## config.mk

```make
export PLATFORM = sky130hd
export DESIGN_NAME = cic_decimator
export DESIGN_NICKNAME = d
export VERILOG_FILES = /design/src/rtl/cic_decimator.sv
export SDC_FILE = /design/constraint.sdc
export NUM_CORES = 1
export LEC_CHECK = 0
export CAP_MARGIN = 20
export CORE_MARGIN = 2
export CORE_UTILIZATION = 50
export CTS_CLUSTER_SIZE = 8
export DETAILED_ROUTE_END_ITERATION = 8
export PLACE_DENSITY = 0.79
export SYNTH_ARGS = -nofsm -noshare
export SYNTH_HDL_FRONTEND = slang
export SYNTH_SLANG_ARGS = --single-unit
```

## constraint.sdc

```tcl
create_clock -name CLK -period 6.8 [get_ports CLK]
set_input_delay 0.68 -clock CLK [delete_from_list [all_inputs] [get_ports CLK]]
set_output_delay 0.68 -clock CLK [all_outputs]
set_load 0.05 [all_outputs]
```

## src/rtl/cic_decimator.sv

```systemverilog
// Three-stage CIC decimator (N=3, M=1) with runtime-selectable ratio R = 2^k.
// Output is gain-normalised by an arithmetic shift of 3*k and emitted with a one-cycle valid pulse.
module cic_decimator #(
    parameter int WIDTH     = 16,
    parameter int MAX_LOG2R = 4
) (
    input  logic                    CLK,
    input  logic                    rst_n,
    input  logic                    enable,
    input  logic signed [WIDTH-1:0] x_n,
    input  logic [2:0]              dec_sel,
    output logic signed [WIDTH-1:0] y_n,
    output logic                    valid_out
);

    localparam int ACC_W = WIDTH + 3 * MAX_LOG2R;
    localparam logic [2:0] MAX_SEL = 3'(MAX_LOG2R);
    localparam logic [MAX_LOG2R-1:0] CNT_ONE = MAX_LOG2R'(1);
    localparam logic [MAX_LOG2R:0] RFULL_ONE = (MAX_LOG2R + 1)'(1);

    logic signed [ACC_W-1:0] r_i1, r_i2, r_i3;
    logic signed [ACC_W-1:0] r_d1, r_d2, r_d3;
    logic [MAX_LOG2R-1:0]    r_cnt;
    logic [2:0]              r_log2r;
    logic                    r_strobe;
    logic                    r_valid;
    logic signed [WIDTH-1:0] r_y;

    logic signed [ACC_W-1:0] w_x, w_i1n, w_i2n, w_i3n;
    logic signed [ACC_W-1:0] w_c1, w_c2, w_c3;
    logic [2:0]              w_sel_clamp, w_log2r;
    logic [MAX_LOG2R:0]      w_rfull;
    logic [MAX_LOG2R-1:0]    w_rm1;
    logic                    w_last;
    logic [4:0]              w_shamt;
    logic signed [WIDTH-1:0] w_y;

    assign w_x   = {{(ACC_W - WIDTH){x_n[WIDTH-1]}}, x_n};
    assign w_i1n = r_i1 + w_x;
    assign w_i2n = r_i2 + w_i1n;
    assign w_i3n = r_i3 + w_i2n;

    // The first sample of a block uses the freshly selected ratio, so R=1 closes immediately.
    assign w_sel_clamp = (dec_sel > MAX_SEL) ? MAX_SEL : dec_sel;
    assign w_log2r     = (r_cnt == '0) ? w_sel_clamp : r_log2r;
    assign w_rfull     = RFULL_ONE << w_log2r;
    assign w_rm1       = MAX_LOG2R'(w_rfull - RFULL_ONE);
    assign w_last      = (r_cnt == w_rm1);

    assign w_c1    = r_i3 - r_d1;
    assign w_c2    = w_c1 - r_d2;
    assign w_c3    = w_c2 - r_d3;
    assign w_shamt = {2'b00, r_log2r} * 5'd3;
    assign w_y     = WIDTH'(w_c3 >>> w_shamt);

    always_ff @(posedge CLK or negedge rst_n) begin
        if (!rst_n) begin
            r_i1     <= '0;
            r_i2     <= '0;
            r_i3     <= '0;
            r_d1     <= '0;
            r_d2     <= '0;
            r_d3     <= '0;
            r_cnt    <= '0;
            r_log2r  <= '0;
            r_strobe <= 1'b0;
            r_valid  <= 1'b0;
            r_y      <= '0;
        end else begin
            if (enable) begin
                r_i1  <= w_i1n;
                r_i2  <= w_i2n;
                r_i3  <= w_i3n;
                r_cnt <= w_last ? '0 : r_cnt + CNT_ONE;
                if (r_cnt == '0) r_log2r <= w_sel_clamp;
            end
            r_strobe <= enable && w_last;
            r_valid  <= r_strobe;
            // Comb runs on the strobe alone; r_log2r still holds the ratio of the block being closed.
            if (r_strobe) begin
                r_d1 <= r_i3;
                r_d2 <= w_c1;
                r_d3 <= w_c2;
                r_y  <= w_y;
            end
        end
    end

    assign y_n       = r_y;
    assign valid_out = r_valid;

endmodule

```

==> qor.csv, run 1 <==
stage,metric,value,unit
outcome,status,"complete, but fails checks",
outcome,failed_checks,setup timing,
routing,routed-via-count,14213,
routing,detail_route.first_pass.iterations,7,
cts,cts_buffers,17,
layout,drive_above_1_share,18.7,%
timing,grt_setup_unrepaired,true,
floorplanning,core_area,0.0326,mm2
floorplanning,full_die_area,0.0346,mm2
routing,drt_iter0_drc,853,
cts,tritoncts,built,
grt,grt_pass1_vias,14224,
floorplanning,design.portCount,39,
yosys,synth_largest_type_area_fraction,29.1,%
yosys,synth-edff-count,0,
grt,grt_max_degree,109,
yosys,synth_area_leader_cell,sky130_fd_sc_hd__dfrtp_1,
run,maxCapViolCount,0,
grt,wire_length_of_the_first_global_routing_pass,64.1,mm
floorplanning,chipWidth,186,um
yosys,yosys.cell_types.count,87,
routing,routed_via_density,5.77,
setup_path,critical-path-top-cell-by-count,sky130_fd_sc_hd__a21oi_2,
yosys,synth.top_cells.by_area,"sky130_fd_sc_hd__dfrtp_1 29%, sky130_fd_sc_hd__ha_1 13%, sky130_fd_sc_hd__mux2_2 6.0%, sky130_fd_sc_hd__xnor2_1 5.7%, sky130_fd_sc_hd__o21ai_0 4.4%",
place,gp_congestion,0.901,
cts,clock_tree.buffer_depth,2,
yosys,synthesis.instances,1892,
timing,final_min_period,6.88,ns
grt,globalRoute.totalOverflow,0,
setup_path,timing_worst_setup_path_type,flop to flop,
floorplanning,dieHeight,186,um
floorplanning,floorplan.initialDensity,50.8,%
layout,area_grow_syn2layout,16.7,%
layout,register_area,0.00483,mm2
layout,final_core_util,59.3,%
routing,routed_wirelength,38.5,mm
yosys,dominantRegCellSynth,sky130_fd_sc_hd__dfrtp_1,
layout,mostFrequentLayoutCell,sky130_fd_sc_hd__dfrtp_1,
timing,period_share,101,%
routing,routed_wire_per_std_cell,15.6,um
yosys,synthesis.yosys.warnings,0,
yosys,seq_total_area_yosys,29.1,%
yosys,synth.cell_area,0.0166,mm2
layout,area_of_the_multi_input_gates,0.0115,mm2
setup_path,critical_path_arrival,7.20,ns
floorplanning,floorplan.rows,66,
cts,maximum_level_of_the_cts_h_tree,4,
cts,clk_pin_slew,0.09,ns
place,port_buffers,38,
timing,worst_slack,-0.0806,ns
yosys,avgSynthCellArea,8.76,um2
yosys,yosys_register_bits,193,
grt,antenna_found_initial,0,
timing,maxClockFrequency,145,MHz
timing,worst-slew-pin-transition,0.904,ns
cts,cts.hold.buffers_added,0,
timing,timing_hold_violations_final,0,
yosys,post_synthesis_net_count,2088,
hold_path,hold_class,input port to asynchronous set/reset pin,
layout,most-common-layout-cells,"192 x sky130_fd_sc_hd__dfrtp_1, 180 x sky130_fd_sc_hd__nand2_1, 161 x sky130_fd_sc_hd__ha_1",
layout,n_fill_cell,2697,
grt,groute.usage.overall,22.2,%
timing,slew_headroom,39.7,%
timing,slew_violations,0,
cts,cts-root-buf,sky130_fd_sc_hd__clkbuf_16,
timing,clock_skew,0.0198,ns
yosys,ys_async_sr_fraction,100,%
setup_path,endpoint_kind,flop,
timing,fin_tns_setup,-0.101,ns
setup_path,critical_path.max_stage_delay,0.40,ns
routing,drt.antenna.violating_nets,0,
setup_path,worst_path_max_delay_cell,sky130_fd_sc_hd__dfrtp_1,
timing,finalSetupViolCount,2,
setup_path,critical_path.startpoint_type,flop,
cts,clk-insertion-delay-late,0.46,ns
cts,cts.sinks,193,
layout,insertedDiodeCount,0,
setup_path,critical_path.max_fanout,3,
place,place.detailed.hpwl,27.3,mm
setup_path,required,7.11,ns
routing,post-route-drc-count,0,
layout,fin_nets,2205,
[registers in the layout, indices dropped and copies added (netlist names)]
signal	cells
r_i1	28
r_d3	28
valid_out	1
r_i3	28
r_cnt	4
r_strobe	1
r_d1	28
r_i2	28
y_n	16
r_d2	28
r_log2r	3
[worst paths after layout]
path	startpoint	end	slack [ns]	cells past startpoint
worst min register to register	r_d2[0]	r_d2[0]	0.50	2
min in group CLK	r_d2[0]	r_d2[0]	0.50	2
worst max register to register	r_i3[0]	y_n[5]	-0.08	35
worst max-delay path	r_i3[0]	y_n[5]	-0.08	35
max in group asynchronous	rst_n	r_i3[8]	5.18	2
worst min-delay path	rst_n	r_d3[1]	0.26	1
[logic make-up (layout without fill, tap and decap cells)]
logic type | Yosys count | after routing | synth area share, %
fa+ha+maj | 174 | 174 | 13.5
flops | 193 | 193 | 29.1
buf+inv | 201 | 331 | 4.60
compound gates | 560 | 560 | 22.4
simple gates | 491 | 491 | 13.7
xor+xnor | 147 | 147 | 7.94
mux | 126 | 126 | 8.81
[area by class of cell]
class                   instances  share of cell area, %
multi-input cells            1498                   59.4
flip-flops and latches        193                   25.0
repair buffers                159                   6.86
well taps                     442                   2.86
inverters                     140                   2.72
clock buffers                  17                   2.20
clock inverters                15                  0.996
[worst max-delay path, delay by kind of cell, from the launching register on]
| family | cells | cell delay [ns] |
|---|---|---|
| adders and majority gates | 4 | 1.14 |
| xor gates and xnor gates | 2 | 0.28 |
| AOI/OAI and AO/OA | 19 | 3.61 |
| buffers and inverters | 4 | 0.39 |
| and+or+nand+nor | 6 | 0.92 |
| DFF | 1 | 0.40 |
[through the flow]
step / cells / worst slack, ns / hold slack [ns] / area, um2
2_1_floorplan: 1892 / 0.170 / 0.352 / 16600
4_1_cts: 2441 / 0.00726 / 0.378 / 18700
3_3_place_gp: 2404 / -0.219 / 0.475 / 18000
5_1_grt: 2464 / -0.379 / 0.379 / 19300
3_5_place_dp: 2404 / -0.386 / 0.484 / 18000
6_report: 2464 / -0.0806 / 0.257 / 19300
[repair_timing]
item	4_1_cts	5_1_grt
endpoints found under the setup margin	16	19
cloned	0	1
gates resized for setup	26	97
pin swaps	16	80
setup buffers	5	22
[per-layer routing]
metal | vias up | global-route usage, % | wire, um
met5 | - | 0 | 0
met4 | 0 | 6.55 | 824
met3 | 70 | 2.35 | 873
met2 | 248 | 41.9 | 19900
met1 | 6846 | 26.3 | 16900
li1 | 7049 | - | -
[cells in the mapped netlist (7+ instances only)]
library cell	n
sky130_fd_sc_hd__dfrtp_1	193
sky130_fd_sc_hd__nand2_1	181
sky130_fd_sc_hd__ha_1	167
sky130_fd_sc_hd__o21ai_0	147
sky130_fd_sc_hd__a21oi_1	137
sky130_fd_sc_hd__inv_1	136
sky130_fd_sc_hd__nor2_1	123
sky130_fd_sc_hd__xnor2_1	108
sky130_fd_sc_hd__mux2_2	89
sky130_fd_sc_hd__a21o_1	54
sky130_fd_sc_hd__clkbuf_1	49
sky130_fd_sc_hd__nor3_1	38
sky130_fd_sc_hd__xor2_1	37
sky130_fd_sc_hd__nand3_1	32
sky130_fd_sc_hd__o21a_1	32
sky130_fd_sc_hd__mux2i_1	30
sky130_fd_sc_hd__nor2b_1	24
sky130_fd_sc_hd__a211oi_1	23
sky130_fd_sc_hd__nand2b_1	19
sky130_fd_sc_hd__o21bai_1	19
sky130_fd_sc_hd__a31oi_1	15
sky130_fd_sc_hd__and2_1	12
sky130_fd_sc_hd__and3_1	12
sky130_fd_sc_hd__o211ai_1	12
sky130_fd_sc_hd__o31ai_1	12
sky130_fd_sc_hd__or3_1	11
sky130_fd_sc_hd__buf_1	10
sky130_fd_sc_hd__a211o_1	8
sky130_fd_sc_hd__nand4_1	8
sky130_fd_sc_hd__a31o_2	7
sky130_fd_sc_hd__fa_1	7
sky130_fd_sc_hd__mux4_2	7
sky130_fd_sc_hd__o311a_1	7
Power of run 1 is not shown: default switching activity piles up to over one toggle a cycle in this logic, so the estimate is an artifact.
==> run 2, diff against run 1 <==
--- a/config.mk
+++ b/config.mk
@@ -7,10 +7,10 @@
 export LEC_CHECK = 0
 export CAP_MARGIN = 20
 export CORE_MARGIN = 2
-export CORE_UTILIZATION = 50
+export CORE_UTILIZATION = 55
 export CTS_CLUSTER_SIZE = 8
 export DETAILED_ROUTE_END_ITERATION = 8
-export PLACE_DENSITY = 0.79
+export PLACE_DENSITY = 0.85
 export SYNTH_ARGS = -nofsm -noshare
 export SYNTH_HDL_FRONTEND = slang
 export SYNTH_SLANG_ARGS = --single-unit
==> run 2 against run 1 <==
  * The flow still finishes with violations (setup timing)
  * Register-to-register slack got worse by 0.03 ns
  * Largest cell class unchanged
  * Critical path type unchanged
  * Core utilization increased by 5.8 points
  * Critical path depth unchanged
  * Sequential share of layout area increased by 0.081 points
==> qor.csv, run 2 (synthesized netlist as in run 1, its figures left out) <==
stage,metric,value,unit
grt,grt_pass1_vias,14508,
routing,drt.antenna.violating_nets,0,
grt,antenna_found_initial,0,
layout,mostFrequentLayoutCell,sky130_fd_sc_hd__dfrtp_1,
routing,detail_route.first_pass.iterations,5,
grt,use_met3,3.08,%
place,gp_congestion,0.899,
timing,slew_headroom,40.9,%
timing,maxClockFrequency,145,MHz
cts,clock_tree.buffer_depth,2,
floorplanning,chipWidth,178,um
grt,grt_max_degree,90,
setup_path,rr_endpoint,y_n[5],
setup_path,critical_path.max_fanout,4,
cts,cts.hold.buffers_added,0,
setup_path,critical_path.max_stage_delay,0.40,ns
setup_path,r2r_setup_slk,-0.11,ns
timing,finalSetupViolCount,9,
setup_path,timing_worst_setup_path_type,flop to flop,
routing,routed_wire_per_std_cell,16.5,um
floorplanning,core_area,0.0296,mm2
cts,cts_buffers,17,
routing,routed_wirelength,39.8,mm
grt,grt_use_met2,46.0,%
layout,insertedDiodeCount,0,
routing,post-route-drc-count,0,
grt,grt.met1_usage,30.0,%
timing,clock_skew,0.0151,ns
setup_path,worst_path_max_delay_cell,sky130_fd_sc_hd__dfrtp_1,
place,port_buffers,38,
timing,slew_violations,0,
outcome,failed_checks,setup timing,
grt,wire_length_of_the_first_global_routing_pass,66.2,mm
outcome,status,"complete, but fails checks",
floorplanning,design.portCount,39,
cts,maximum_level_of_the_cts_h_tree,4,
setup_path,required,7.12,ns
setup_path,endpoint_kind,flop,
timing,period_share,102,%
routing,routed_via_density,5.98,
floorplanning,floorplan.rows,63,
layout,most-common-layout-cells,"192 x sky130_fd_sc_hd__dfrtp_1, 180 x sky130_fd_sc_hd__nand2_1, 163 x sky130_fd_sc_hd__ha_1",
layout,area_grow_syn2layout,16.3,%
floorplanning,full_die_area,0.0315,mm2
setup_path,worst_setup_path_endpoint,y_n[5],
floorplanning,dieHeight,178,um
timing,grt_setup_unrepaired,true,
place,place.detailed.hpwl,27.8,mm
cts,cts.sinks,193,
layout,drive_above_1_share,18.8,%
timing,timing_hold_violations_final,0,
setup_path,critical_path_arrival,7.23,ns
routing,drt_iter0_drc,1097,
cts,tritoncts,built,
cts,clk-insertion-delay-late,0.45,ns
cts,cts-root-buf,sky130_fd_sc_hd__clkbuf_16,
timing,worst_slack,-0.111,ns
setup_path,critical_path.startpoint_type,flop,
hold_path,hold_class,input port to asynchronous set/reset pin,
setup_path,crit_path_start,r_i3[0],
timing,worst-slew-pin-transition,0.886,ns
grt,grt_busiest_layer,met2,
routing,routed-via-count,14408,
cts,clk_pin_slew,0.08,ns
layout,fin_nets,2204,
setup_path,worst_r2r_startpoint,r_i3[0],
grt,groute.usage.overall,25.1,%
floorplanning,floorplan.initialDensity,55.9,%
setup_path,length_in_cells_of_the_worst_reg_to_reg_path,35,
run,maxCapViolCount,0,
timing,fin_tns_setup,-0.506,ns
timing,final_min_period,6.91,ns
grt,globalRoute.totalOverflow,0,
run 2: changes by cell type in the layout (fill, tap and decap cells not counted), moves of 3 or more:
cell / before / now
sky130_fd_sc_hd__nor2_2: 4 / 7
sky130_fd_sc_hd__a31oi_2: 2 / 5
sky130_fd_sc_hd__inv_12: 3 / 0
sky130_fd_sc_hd__o21ai_1: 11 / 15
sky130_fd_sc_hd__nor2_1: 119 / 116
sky130_fd_sc_hd__a31oi_1: 13 / 10
run 2: per-layer routing:
metal / vias up / part of all wire [%]
li1: 7021 / -
met1: 6947 / 43
met2: 335 / 51
met3: 105 / 3.1
met4: 0 / 3.1
met5: - / 0
run 2: timing repair:
item                       in CTS  in global routing
resized for setup              24                107
cloned                          1                  0
pin swaps                      21                 79
setup endpoints to repair      16                 20
setup buffers                   3                 22
run 2: cell type report:
| type | instances | area (um2) |
|---|---|---|
| timing repair buffer | 158 | 1300 |
| inverter | 140 | 526 |
| clock inverter | 14 | 166 |
| fill | 2287 | 10400 |
| tap | 390 | 488 |
| clock buffer | 18 | 429 |
| multi-input combinational | 1498 | 11500 |
| sequential | 193 | 4830 |
run 2: stage by stage:
step	instances	instance area (um2)	setup slack (ns)	utilization (%)	hold WS [ns]
finish	2411	19300	-0.111	65.1	0.251
floorplan	1892	16600	0.170	-	0.352
global route	2411	19300	-0.445	65.1	0.323
detailed placement	2354	17900	-0.395	60.5	0.483
CTS	2390	18700	0.00588	62.9	0.308
global placement	2354	17900	-0.190	60.5	0.470
run 2: worst min path at each step:
stage | from | to | slack [ns] | cells past startpoint
3_5_place_dp | y_n[13] | y_n[13] | 0.48 | 2
4_1_cts | rst_n | r_d3[1] | 0.31 | 1
6_report | rst_n | r_d3[1] | 0.25 | 1
2_1_floorplan | r_strobe | valid_out | 0.35 | 0
3_3_place_gp | y_n[7] | y_n[7] | 0.47 | 2
5_1_grt | rst_n | r_d3[1] | 0.32 | 1
run 2: critical path, delay by kind of cell (launching register included):
kind            cells  cell delay [ns]
compound gates     20             3.86
xor+xnor            2             0.23
fa+ha+maj           4             1.12
buf+inv             3             0.29
flops               1             0.40
simple gates        6             0.87
Power of run 2 is left out for the same reason.
